==> config.mk <==
export PLATFORM = sky130hd
export DESIGN_NAME = regbank_writeback
export DESIGN_NICKNAME = d
export VERILOG_FILES = /design/src/rtl/regbank_writeback_pkg.sv /design/src/rtl/regbank_writeback_fifo.sv /design/src/rtl/regbank_writeback.sv
export SDC_FILE = /design/constraint.sdc
export NUM_CORES = 1
export LEC_CHECK = 0
export BUFFER_PORTS_ARGS = -buffer_cell sky130_fd_sc_hd__buf_4
export CAP_MARGIN = 20
export CORE_MARGIN = 2
export CORE_UTILIZATION = 45
export DETAILED_ROUTE_END_ITERATION = 6
export PLACE_DENSITY = 0.62
export SETUP_SLACK_MARGIN = 0.4
export SLEW_MARGIN = 40
export SYNTH_ARGS = -nofsm -noshare
export SYNTH_HDL_FRONTEND = slang
export SYNTH_SLANG_ARGS = --single-unit
==> constraint.sdc <==
create_clock -name clk -period 3.7 [get_ports clk]
set_clock_uncertainty 0.05 [all_clocks]
set_input_delay 0.74 -clock clk [delete_from_list [all_inputs] [get_ports clk]]
set_output_delay 0.74 -clock clk [all_outputs]
set_load 0.01 [all_outputs]
==> src/rtl/regbank_writeback_pkg.sv <==
// Shared constants and types for the register-bank writeback stage.
package regbank_writeback_pkg;

  localparam int FIFO_DEPTH = 4;
  localparam int REG_IDX_W  = 4;
  localparam int DATA_W     = 32;
  localparam int NUM_REGS   = 1 << REG_IDX_W;

  // One buffered multi-cycle result waiting for a free write port slot
  typedef struct packed {
    logic [REG_IDX_W-1:0] addr;
    logic [DATA_W-1:0]    data;
  } wb_entry_t;

  // Which source owns the register-bank write port in a given cycle
  typedef enum logic [1:0] {
    SRC_NONE = 2'd0,
    SRC_ALU  = 2'd1,
    SRC_FIFO = 2'd2
  } wb_src_e;

endpackage

==> src/rtl/regbank_writeback_fifo.sv <==
// Small result FIFO for multi-cycle (load/divide) writebacks.
// DEPTH must be a power of two (>= 2) so the pointers wrap for free.
module wb_fifo #(
  parameter int DEPTH = 4
) (
  input  logic                     clk,
  input  logic                     reset,
  input  logic                     push,
  input  logic [3:0]               push_addr,
  input  logic [31:0]              push_data,
  input  logic                     pop,
  output logic [3:0]               head_addr,
  output logic [31:0]              head_data,
  output logic [$clog2(DEPTH):0]   count,
  output logic                     full,
  output logic                     empty
);
  import regbank_writeback_pkg::*;

  localparam int PTR_W = $clog2(DEPTH);
  localparam int CNT_W = PTR_W + 1;

  wb_entry_t        storage [DEPTH];
  logic [PTR_W-1:0] wr_ptr;
  logic [PTR_W-1:0] rd_ptr;
  logic             do_push;
  logic             do_pop;

  assign full    = (count == CNT_W'(DEPTH));
  assign empty   = (count == '0);
  assign do_push = push && !full;
  assign do_pop  = pop && !empty;

  assign head_addr = storage[rd_ptr].addr;
  assign head_data = storage[rd_ptr].data;

  // Storage array is deliberately left unreset so it can map onto a RAM
  always_ff @(posedge clk) begin
    if (do_push && !reset) begin
      storage[wr_ptr] <= '{addr: push_addr, data: push_data};
    end
  end

  // Pointer and occupancy bookkeeping; push+pop together leaves count alone
  always_ff @(posedge clk) begin
    if (reset) begin
      wr_ptr <= '0;
      rd_ptr <= '0;
      count  <= '0;
    end else begin
      if (do_push) begin
        wr_ptr <= wr_ptr + PTR_W'(1);
      end
      if (do_pop) begin
        rd_ptr <= rd_ptr + PTR_W'(1);
      end
      case ({do_push, do_pop})
        2'b10:   count <= count + CNT_W'(1);
        2'b01:   count <= count - CNT_W'(1);
        default: count <= count;
      endcase
    end
  end

endmodule

==> src/rtl/regbank_writeback.sv <==
// Writeback stage: merges the single-cycle pipeline result with buffered
// multi-cycle results onto one register-bank write port, and keeps a
// per-register pending scoreboard for the issue stall logic.
module regbank_writeback #(
  parameter int FIFO_DEPTH = regbank_writeback_pkg::FIFO_DEPTH
) (
  input  logic        clk,
  input  logic        reset,
  input  logic        alu_we,
  input  logic [3:0]  alu_addr,
  input  logic [31:0] alu_data,
  input  logic        mem_valid,
  input  logic [3:0]  mem_addr,
  input  logic [31:0] mem_data,
  output logic        mem_ready,
  input  logic        pend_set,
  input  logic [3:0]  pend_addr,
  output logic [15:0] pending,
  output logic [3:0]  addr_d,
  output logic [31:0] data_d,
  output logic        we,
  output logic [2:0]  fifo_count
);
  import regbank_writeback_pkg::*;

  logic                          fifo_full;
  logic                          fifo_empty;
  logic                          fifo_push;
  logic                          fifo_pop;
  logic [REG_IDX_W-1:0]          head_addr;
  logic [DATA_W-1:0]             head_data;
  logic [$clog2(FIFO_DEPTH):0]   fifo_occupancy;
  logic [NUM_REGS-1:0]           pending_q;
  logic [NUM_REGS-1:0]           pending_next;
  wb_src_e                       wb_src;

  assign mem_ready  = !fifo_full;
  assign fifo_push  = mem_valid && mem_ready;
  assign fifo_pop   = (wb_src == SRC_FIFO);
  assign fifo_count = 3'(fifo_occupancy);
  assign pending    = pending_q;

  wb_fifo #(
    .DEPTH(FIFO_DEPTH)
  ) u_fifo (
    .clk       (clk),
    .reset     (reset),
    .push      (fifo_push),
    .push_addr (mem_addr),
    .push_data (mem_data),
    .pop       (fifo_pop),
    .head_addr (head_addr),
    .head_data (head_data),
    .count     (fifo_occupancy),
    .full      (fifo_full),
    .empty     (fifo_empty)
  );

  // Port arbitration: the unstallable pipeline result always wins the slot
  always_comb begin
    wb_src = SRC_NONE;
    if (alu_we) begin
      wb_src = SRC_ALU;
    end else if (!fifo_empty) begin
      wb_src = SRC_FIFO;
    end
  end

  // Registered write port; register 0 is consumed but never written
  always_ff @(posedge clk) begin
    if (reset) begin
      we     <= 1'b0;
      addr_d <= '0;
      data_d <= '0;
    end else begin
      case (wb_src)
        SRC_ALU: begin
          we     <= (alu_addr != '0);
          addr_d <= alu_addr;
          data_d <= alu_data;
        end
        SRC_FIFO: begin
          we     <= (head_addr != '0);
          addr_d <= head_addr;
          data_d <= head_data;
        end
        default: begin
          we <= 1'b0;
        end
      endcase
    end
  end

  // Scoreboard update: a pop clears its register, a same-cycle issue re-sets it
  always_comb begin
    pending_next = pending_q;
    if (fifo_pop) begin
      pending_next[head_addr] = 1'b0;
    end
    if (pend_set && (pend_addr != '0)) begin
      pending_next[pend_addr] = 1'b1;
    end
    pending_next[0] = 1'b0;
  end

  // Pending flags register, wiped on reset along with the FIFO contents
  always_ff @(posedge clk) begin
    if (reset) begin
      pending_q <= '0;
    end else begin
      pending_q <= pending_next;
    end
  end

endmodule

# Yosys cells after proc, flatten, opt, wreduce, memory -nomap -nowiden
# Memories as Yosys holds them, arrays and structs flattened. A register that Yosys moved wholly into a read port is not among the register bits.
# Index checks and enable logic that the tools add are counted.
# totals
regBits,60
latchBits,0
ramBits,144
rom_bits,0
output_inout_bits,57
elab_cells,57
n_memories,1
# mem_list
name,words,width,rd,rd_ports_with_merged_regs,write_ports,line_no,text
u_fifo.storage,4,36,1,1,1,regbank_writeback_fifo.sv:23,wb_entry_t storage [DEPTH];
# classes
addsub,4
multipliers,0
div_mod_pow,0
n_lt_le_gt_ge,4
eq_ne,5
n_shift,0
muxes,16
n_bitwise,3
n_reduce_logical,16
# op_table
op,count
$pmux W32 S2,1
$mux W16,2
$and A16 B16 Y16,1
$not A16 Y16,1
$or A16 B16 Y16,1
$reduce_bool A4 Y1,3
$lt A4 B5 Y1 const B,2
$demux W1 S4,2
$ge A4 B1 Y1 const B,2
$mux W2,4
$pmux W4 S2,1
$logic_and A1 B1 Y1,7
$pmux W3 S2,1
$add A2 B1 Y2 const B,2
$eq A2 B1 Y1 const B,2
$eq A2 B2 Y1 const B,2
$mux W1,4
$reduce_bool A2 Y1,2
$add A3 B1 Y3 const B,1
$eq A3 B3 Y1 const B,1
$logic_not A1 Y1,3
$logic_not A3 Y1,1
$sub A3 B1 Y3 const B,1
$pmux W1 S2,1

# Logic depth before layout (Yosys ltp)
# Gate-level depths: netlist (run 1).
# depth
word_depth,9
depth_mapped,9
depth_no_buf,9

# Modules after synthesis
# From an unflattened synthesis (run 1), not the netlist that was laid out.
# unflattened
cells_unflattened,476
hier_area_um2,8145.3
# modules_own_cells
mod,instances,cells_each,area_each_um2,seq_area_each_um2
wb_fifo,1,242,5735.5,4504.3
regbank_writeback,1,234,2409.8,1041.0

# Worst setup path before layout (run 1)
# No wires, ideal clock.
# synth_timing
kind,input-to-reg
from,in alu_we
to,reg u_fifo.count[2]
t_arrival_ns,2.392
t_required_ns,3.579
setup_slack_ns,1.188
cell_stages,9
cell_sequence,clkbuf_1 clkbuf_1 nor2_1 ha_1 inv_1 fa_1 xor2_1 or3_1 a21oi_1
# synth_between
elab_chain_cells,5
elab_cells_between_ends,7
cone_classes,3 x eq/ne; 2 x mux; 2 x reduce/logical
# synth_rtl
item,line_no,text
start: declaration,regbank_writeback.sv:9,"input logic alu_we,"
$mux W2 *,regbank_writeback.sv:62,if (alu_we) begin
$eq A2 B2 Y1 *,regbank_writeback.sv:39,assign fifo_pop = (wb_src == SRC_FIFO);
$logic_and A1 B1 Y1 *,regbank_writeback_fifo.sv:32,assign do_pop = pop && !empty;
named net u_fifo.do_pop,regbank_writeback_fifo.sv:27,logic do_pop;
$eq A2 B1 Y1 / $eq A2 B2 Y1 (equally long branches),regbank_writeback_fifo.sv:57,"case ({do_push, do_pop})"
$pmux W3 S2 / $reduce_bool A2 Y1 (equally long branches),-,
end signal: assignment,regbank_writeback_fifo.sv:58,2'b10: count <= count + CNT_W'(1);
end signal: assignment,regbank_writeback_fifo.sv:59,2'b01: count <= count - CNT_W'(1);
end signal: assignment,regbank_writeback_fifo.sv:60,default: count <= count;
end: declaration,regbank_writeback_fifo.sv:14,"output logic [$clog2(DEPTH):0] count,"
# The timed path passes the listed nets; every way through them passes the cells marked *.
# A chain may end at the register's enable or synchronous reset.

# Worst setup path after layout (run 1)
# layout_timing
from,reg u_fifo.count[2]
to,out mem_ready
# layout_between
elab_chain_cells,2
# layout_rtl
item,line_no,text
$eq A3 B3 Y1,regbank_writeback_fifo.sv:29,assign full = (count == CNT_W'(DEPTH));
$logic_not A1 Y1,regbank_writeback.sv:37,assign mem_ready = !fifo_full;
end: declaration,regbank_writeback.sv:15,"output logic mem_ready,"
# No other way between the ends.

==> reports/qor.yml, run 1 <==
timing:
  maxSlewViolCount: 0
  finalSetupViolations: 0
  final_hold_viol_count: 0
  finalCriticalPeriod_ns: 2.436
  rsz0062_at_grt: "no"
  slew_headroom_pct: 50.40
  worstMarginPinSlew_ns: 0.7424
  min_period_over_period_pct: 65.84
  fin_tns_setup_ns: 0
  max_freq_ghz: 0.4105
  setup_ws_ns: 1.264
die:
  die_h_um: 138
  die_area_sq_um: 19040
  core.rowCount: 49
  start_util_pct: 45.45
  ios: 138
  die_x_um: 138
  core_sq_um: 17780
yosys:
  ys_seq_area_share_pct: 68.63
  synth_edf_count: 144
  synth_top_area_share_pct: 53.52
  avgSynthCellArea_sq_um: 15.08
  synth.most_common_cell: "edfxtp_1"
  ys_seq_elements: 205
  synthTopCellsByArea: "edfxtp_1, dfxtp_1, mux4_2"
  syn_inst: 536
  yosysWarnings: 0
  synth_area_sq_um: 8080
  synth_top_area_cell: "edfxtp_1"
  synth_cell_types: 37
  synthFlopType: "edfxtp_1"
  synth_commonest_cells: "edfxtp_1, dfxtp_1, a21oi_1"
  synth_fp_nets: 623
  synth-async-reset-ratio_pct: 0
placement:
  numPortBuffers: 136
  routabilityCongestion: 0.7746
  pre_cts_ws_ns: 1.091
  dpl_cell_area_sq_um: 9280
  dpl.cell_count: 870
  detailed_place_hpwl_um: 11070
hold_path:
  hold_path_class: "in2reg"
power_and_ir_drop:
  sequentialPowerShare_pct: 43.0
  swShare_pct: 27.02
  p_leak_uw: 0.003700
  pwr-share-comb_pct: 20.6
  ir_drop_uv: 406.5
  p_sw_uw: 1758
  power_density_nw_per_um2: 645.0
  internal_power_uw: 4746
  power_frac_clock_pct: 36.5
  power_uw: 6503
grt:
  grt_max_degree: 83
  grt-ovfl-total: 0
  antenna_found_initial: 0
  grt_pass1_wl_um: 28390
  grt_pass1_vias: 5284
  grt.total_usage_pct: 18.63
cts:
  cts.sink_count: 205
  cts_root_buf: "clkbuf_16"
  clkLatencyLatePin_ns: 0.50
  h-tree-depth: 1
  clk_pin_slew_worst_paths_ns: 0.06
  numCtsBuffers: 23
  cts.repair.resized: 0
  cts_setup_buffers: 0
  tritoncts: "done"
  clk_path_buf_depth: 3
  cts_hold_buf: 0
setup_path:
  endpoint_kind: "output port"
  crit_fanout: 6
  ff2ff_setup_slack_ns: 1.30
  cp-start-kind: "register"
  critPathArrivalTime_ns: 1.65
  path_class: "reg2out"
  worst_path_max_delay_cell: "dfxtp_1"
  max_stage_delay_ns: 0.44
  worstPathCellList: "nor3b_1 > inv_1 > buf_4"
  worstPathRequired_ns: 2.91
drt:
  num_vias: 4997
  drc_errors: 0
  routedWlPerCell_um: 19.51
  drtAntennaViolNets: 0
  dr.first_iter.drc_count: 261
  routed_via_density: 5.479
  wl_um: 17790
  drt-pass1-iter-count: 4
cells_and_area:
  syn_to_final_growth_pct: 24.79
  drive_gt1_share_pct: 33.67
  num_antenna_cells: 0
  n_fill_cell: 1447
  fin_cells: 912
  final_cell_area_sq_um: 10080
  nets: 753
run:
  cap_violations: 0
run_status:
  status: "finished, final reports clean"
[worst paths after layout]
kind / start / to / depth (start not counted)
setup / recovery: u_fifo.count[2] / mem_ready / 3
hold / removal: mem_data[19] / u_fifo.storage[2][19] / 1
setup reg to reg: u_fifo.count[2] / u_fifo.count[2] / 9
hold reg to reg: u_fifo.rd_ptr[1] / register / 2
[sequential cells by signal, summed over array words and instances, names as in the netlist, named ones only]
register and count:
u_fifo.storage 144, u_fifo.count 3, u_fifo.rd_ptr 2, u_fifo.wr_ptr 2, data_d 32, we 1
addr_d 4, pending 15
[critical path, delay by kind of cell (launching register included)]
family / cells / cell delay [ns]
simple gates: 1 / 0.39
buf+inv: 2 / 0.33
flops: 1 / 0.44
[final cells by class]
cell class              count  area, sq um  share of cell area, %
well taps                 229        286.5                  2.842
repair buffers            145         1092                  10.83
flip-flops and latches    205         5548                  55.02
clock inverters             8        142.6                  1.415
multi-input cells         247         2192                  21.74
inverters                  44        165.2                  1.638
clock buffers              34        656.9                  6.514
[power by group through the flow]
| stage | clock network [uW] | logic (uW) | registers [uW] |
|---|---|---|---|
| final | 2370 | 1340 | 2790 |
| after global routing | 2520 | 1460 | 2820 |
| after CTS | 2410 | 1370 | 2800 |
| after detailed placement | 0 | 1360 | 2850 |
| after global placement | 0 | 1340 | 2830 |
| after floorplan | 0 | 889 | 2810 |
[metal layers]
metal  routed length, um  track usage (%)
met1                7450            23.42
met2                9133            32.80
met3                 866            3.983
met4                 339            5.263
met5                   0                0
[logic make-up (layout without fill, tap and decap cells)]
group                      after synthesis  in the layout  synth area share [%]
DFF                                    205            205                 68.63
xor gates and xnor gates                 2              2                0.2168
adders and majority gates                6              6                 1.022
buffers and inverters                   84            231                 4.305
muxes                                   36             36                 10.03
and+or+nand+nor                         85             85                 5.606
AOI/OAI and AO/OA                      117            117                 10.14
other                                    1              1               0.04641
[cells in the final DEF, fill, tap and decap left out, types with 2 or more instances in the layout]
cell type | Yosys | final
nand3_1 | 6 | 6
clkbuf_8 | 0 | 4
clkinv_2 | 0 | 2
and3b_1 | 2 | 2
clkbuf_1 | 18 | 7
xor2_1 | 2 | 2
a21oi_1 | 54 | 54
nand2_1 | 48 | 48
mux4_2 | 36 | 36
o21ai_0 | 4 | 4
a311oi_2 | 4 | 4
edfxtp_1 | 144 | 144
inv_1 | 44 | 44
nor2b_1 | 4 | 4
or3_1 | 3 | 3
dfxtp_1 | 61 | 59
nor3b_1 | 2 | 2
a311oi_1 | 12 | 12
dfxtp_2 | 0 | 2
clkbuf_16 | 0 | 23
a221oi_1 | 36 | 36
ha_1 | 5 | 5
nor2_1 | 7 | 7
and2_2 | 0 | 4
nor4b_4 | 2 | 2
bufinv_16 | 0 | 4
buf_4 | 4 | 144
a31oi_1 | 4 | 4
[through the flow]
stage	hold slack (ns)	utilization, %
after global placement	0.4056	52.20
after floorplan	0.4046	-
final	0.3882	56.71
after detailed placement	0.4217	52.20
after CTS	0.3681	56.69
after global routing	0.3651	56.71
No activity file was read; power rests on OpenSTA's default activity.
==> run 2: changes to the inputs <==
==> constraint.sdc (replaced) <==
create_clock -name clk -period 2.5 [get_ports clk]
set_clock_uncertainty 0.05 [all_clocks]
set_input_delay 0.5 -clock clk [delete_from_list [all_inputs] [get_ports clk]]
set_output_delay 0.5 -clock clk [all_outputs]
set_load 0.01 [all_outputs]
==> run 2 against run 1 <==
Net effect: first-iteration DRC count grew 3.4%; largest power group unchanged; clock-buffer cell count shrank 8; global-route usage increased by 0.11 points; routed wire length increased by 0.28%; worst setup slack worse by 0.82 ns; combinational power is 60% higher; hold slack worse by 0.23 ns; die area is the same.
==> reports/qor.yml, run 2 (synthesized netlist as in run 1, its figures left out) <==
cells_and_area:
  drive_gt1_share_pct: 35.02
  syn_to_final_growth_pct: 25.50
  final_common_cell: "buf_4"
  n_fill_cell: 1433
  nets: 762
  mostFrequentLayoutCells: "buf_4, edfxtp_1, dfxtp_1, a21oi_1, nand2_1"
  seqCellArea_sq_um: 5559
  multi_input_area_sq_um: 2208
  largest_reg_flops: 144
  fin_util_pct: 57.04
  largest-register: "u_fifo.storage"
  final_cell_area_sq_um: 10140
  num_antenna_cells: 0
grt:
  grt_max_degree: 83
  grt.met1_usage_pct: 24.17
  grt_pass1_wl_um: 28530
  top_usage_layer: "met2"
  grt-ovfl-total: 0
  globalRouteMet3Util_pct: 3.637
  grt.total_usage_pct: 18.74
  grtUsageMet2_pct: 32.88
  antenna_found_initial: 0
  grt_pass1_vias: 5288
drt:
  num_vias: 5064
  drtAntennaViolNets: 0
  drc_errors: 0
  dr.first_iter.drc_count: 270
  drt-pass1-iter-count: 4
  routed_via_density: 5.504
  wl_um: 17840
  routedWlPerCell_um: 19.39
die:
  core.rowCount: 49
  die_h_um: 138
  start_util_pct: 45.45
  die_x_um: 138
  die_area_sq_um: 19040
  core_sq_um: 17780
  ios: 138
cts:
  cts.sink_count: 205
  tritoncts: "done"
  numCtsBuffers: 22
  h-tree-depth: 1
  clk_path_buf_depth: 3
  clk_pin_slew_worst_paths_ns: 0.06
  cts_hold_buf: 0
  cts_root_buf: "clkbuf_16"
  clkLatencyLatePin_ns: 0.49
timing:
  maxSlewViolCount: 0
  finalCriticalPeriod_ns: 2.051
  slew_headroom_pct: 51.77
  min_period_over_period_pct: 82.05
  fin_tns_setup_ns: 0
  final_hold_viol_count: 0
  worstMarginPinSlew_ns: 0.7235
  finalSetupViolations: 0
  rsz0062_at_grt: "yes"
  max_freq_ghz: 0.4875
setup_path:
  worstPathRequired_ns: 2.85
  path_class: "reg2reg"
  crit_buf_inv: 2
  path_delay_family: "simple AND/OR/NAND/NOR gates"
  worst_path_max_delay_cell: "dfxtp_4"
  max_stage_delay_ns: 0.36
  reg2reg_depth: 9
  critPathArrivalTime_ns: 2.40
  endpoint_kind: "register"
  cp-start-kind: "register"
  cp.depth: 9
  crit_fanout: 4
  worstPathCellList: "nor3b_4 > inv_2 > nand2_1 > ha_2 > inv_1 > fa_2 > xor2_1 > or3_1 > a21oi_1"
run_status:
  status: "finished, final reports clean"
placement:
  detailed_place_hpwl_um: 11140
  numPortBuffers: 136
  dpl_cell_area_sq_um: 9365
  routabilityCongestion: 0.7858
run:
  cap_violations: 0
power_and_ir_drop:
  power_density_nw_per_um2: 919.4
  p_leak_uw: 0.003720
  ir_drop_uv: 981.3
hold_path:
  whs_path_depth: 1
  hold_path_class: "in2reg"
run 2: changes by cell type in the layout (fill, tap and decap cells not counted), sizes merged:
cell	change
clkinv	+9
buf	+10
inv	-1
bufinv	-2
clkbuf	-8
run 2: worst paths after layout:
| kind | slack, ns | endpoint | startpoint |
|---|---|---|---|
| setup / recovery | 0.45 | u_fifo.count[2] | u_fifo.count[0] |
| hold / removal | 0.16 | u_fifo.storage[2][7] | mem_data[7] |
| setup reg to reg | 0.45 | u_fifo.count[2] | u_fifo.count[0] |
| hold reg to reg | 0.44 | register | u_fifo.rd_ptr[1] |
run 2: worst register-to-register path: cells and delay by family (launching register included):
| kind | cells | cell delay (ns) |
|---|---|---|
| fa+ha+maj | 2 | 0.51 |
| simple gates | 3 | 0.61 |
| flops | 1 | 0.36 |
| compound gates | 1 | 0.14 |
| buf+inv | 2 | 0.14 |
| xor+xnor | 1 | 0.17 |
run 2: through the flow:
step / power [uW] / worst slack, ns / hold WS, ns / std cells
6_report: 9323 / 0.4488 / 0.1593 / 920
4_1_cts: 9411 / 0.4053 / 0.1409 / 916
3_5_place_dp: 6275 / 0.1917 / 0.4292 / 874
5_1_grt: 9792 / 0.3692 / 0.1442 / 920
3_3_place_gp: 6212 / 0.3385 / 0.4102 / 874
2_1_floorplan: 5481 / 0.2585 / 0.4046 / 536
run 2: timing repair:
item,in CTS,in global routing
endpoints found under the setup margin,2,11
resized for setup,9,2
pin swaps,1,2
hold endpoints to repair,0,0
buffers inserted,2,4
gates cloned,0,0
run 2: layout make-up:
type | count | share of cell area [%]
clock buffer | 26 | 5.787
clock inverter | 14 | 1.123
inverter | 44 | 1.629
multi-input combinational | 247 | 21.78
sequential | 205 | 54.82
tap | 229 | 2.825
timing repair buffer | 155 | 12.04
run 2: per-layer routing:
layer	vias to the layer above	share of wire, %
met4	0	1.7
met3	26	5.3
met5	-	0
met2	150	51
li1	2336	-
met1	2552	42
run 2: where the power goes:
group / switching, uW / total, uW / internal, uW
Sequential: 168 / 4090 / 3920
Combinational: 1180 / 2150 / 964
Clock: 1210 / 3090 / 1870
Total: 2560 / 9320 / 6760
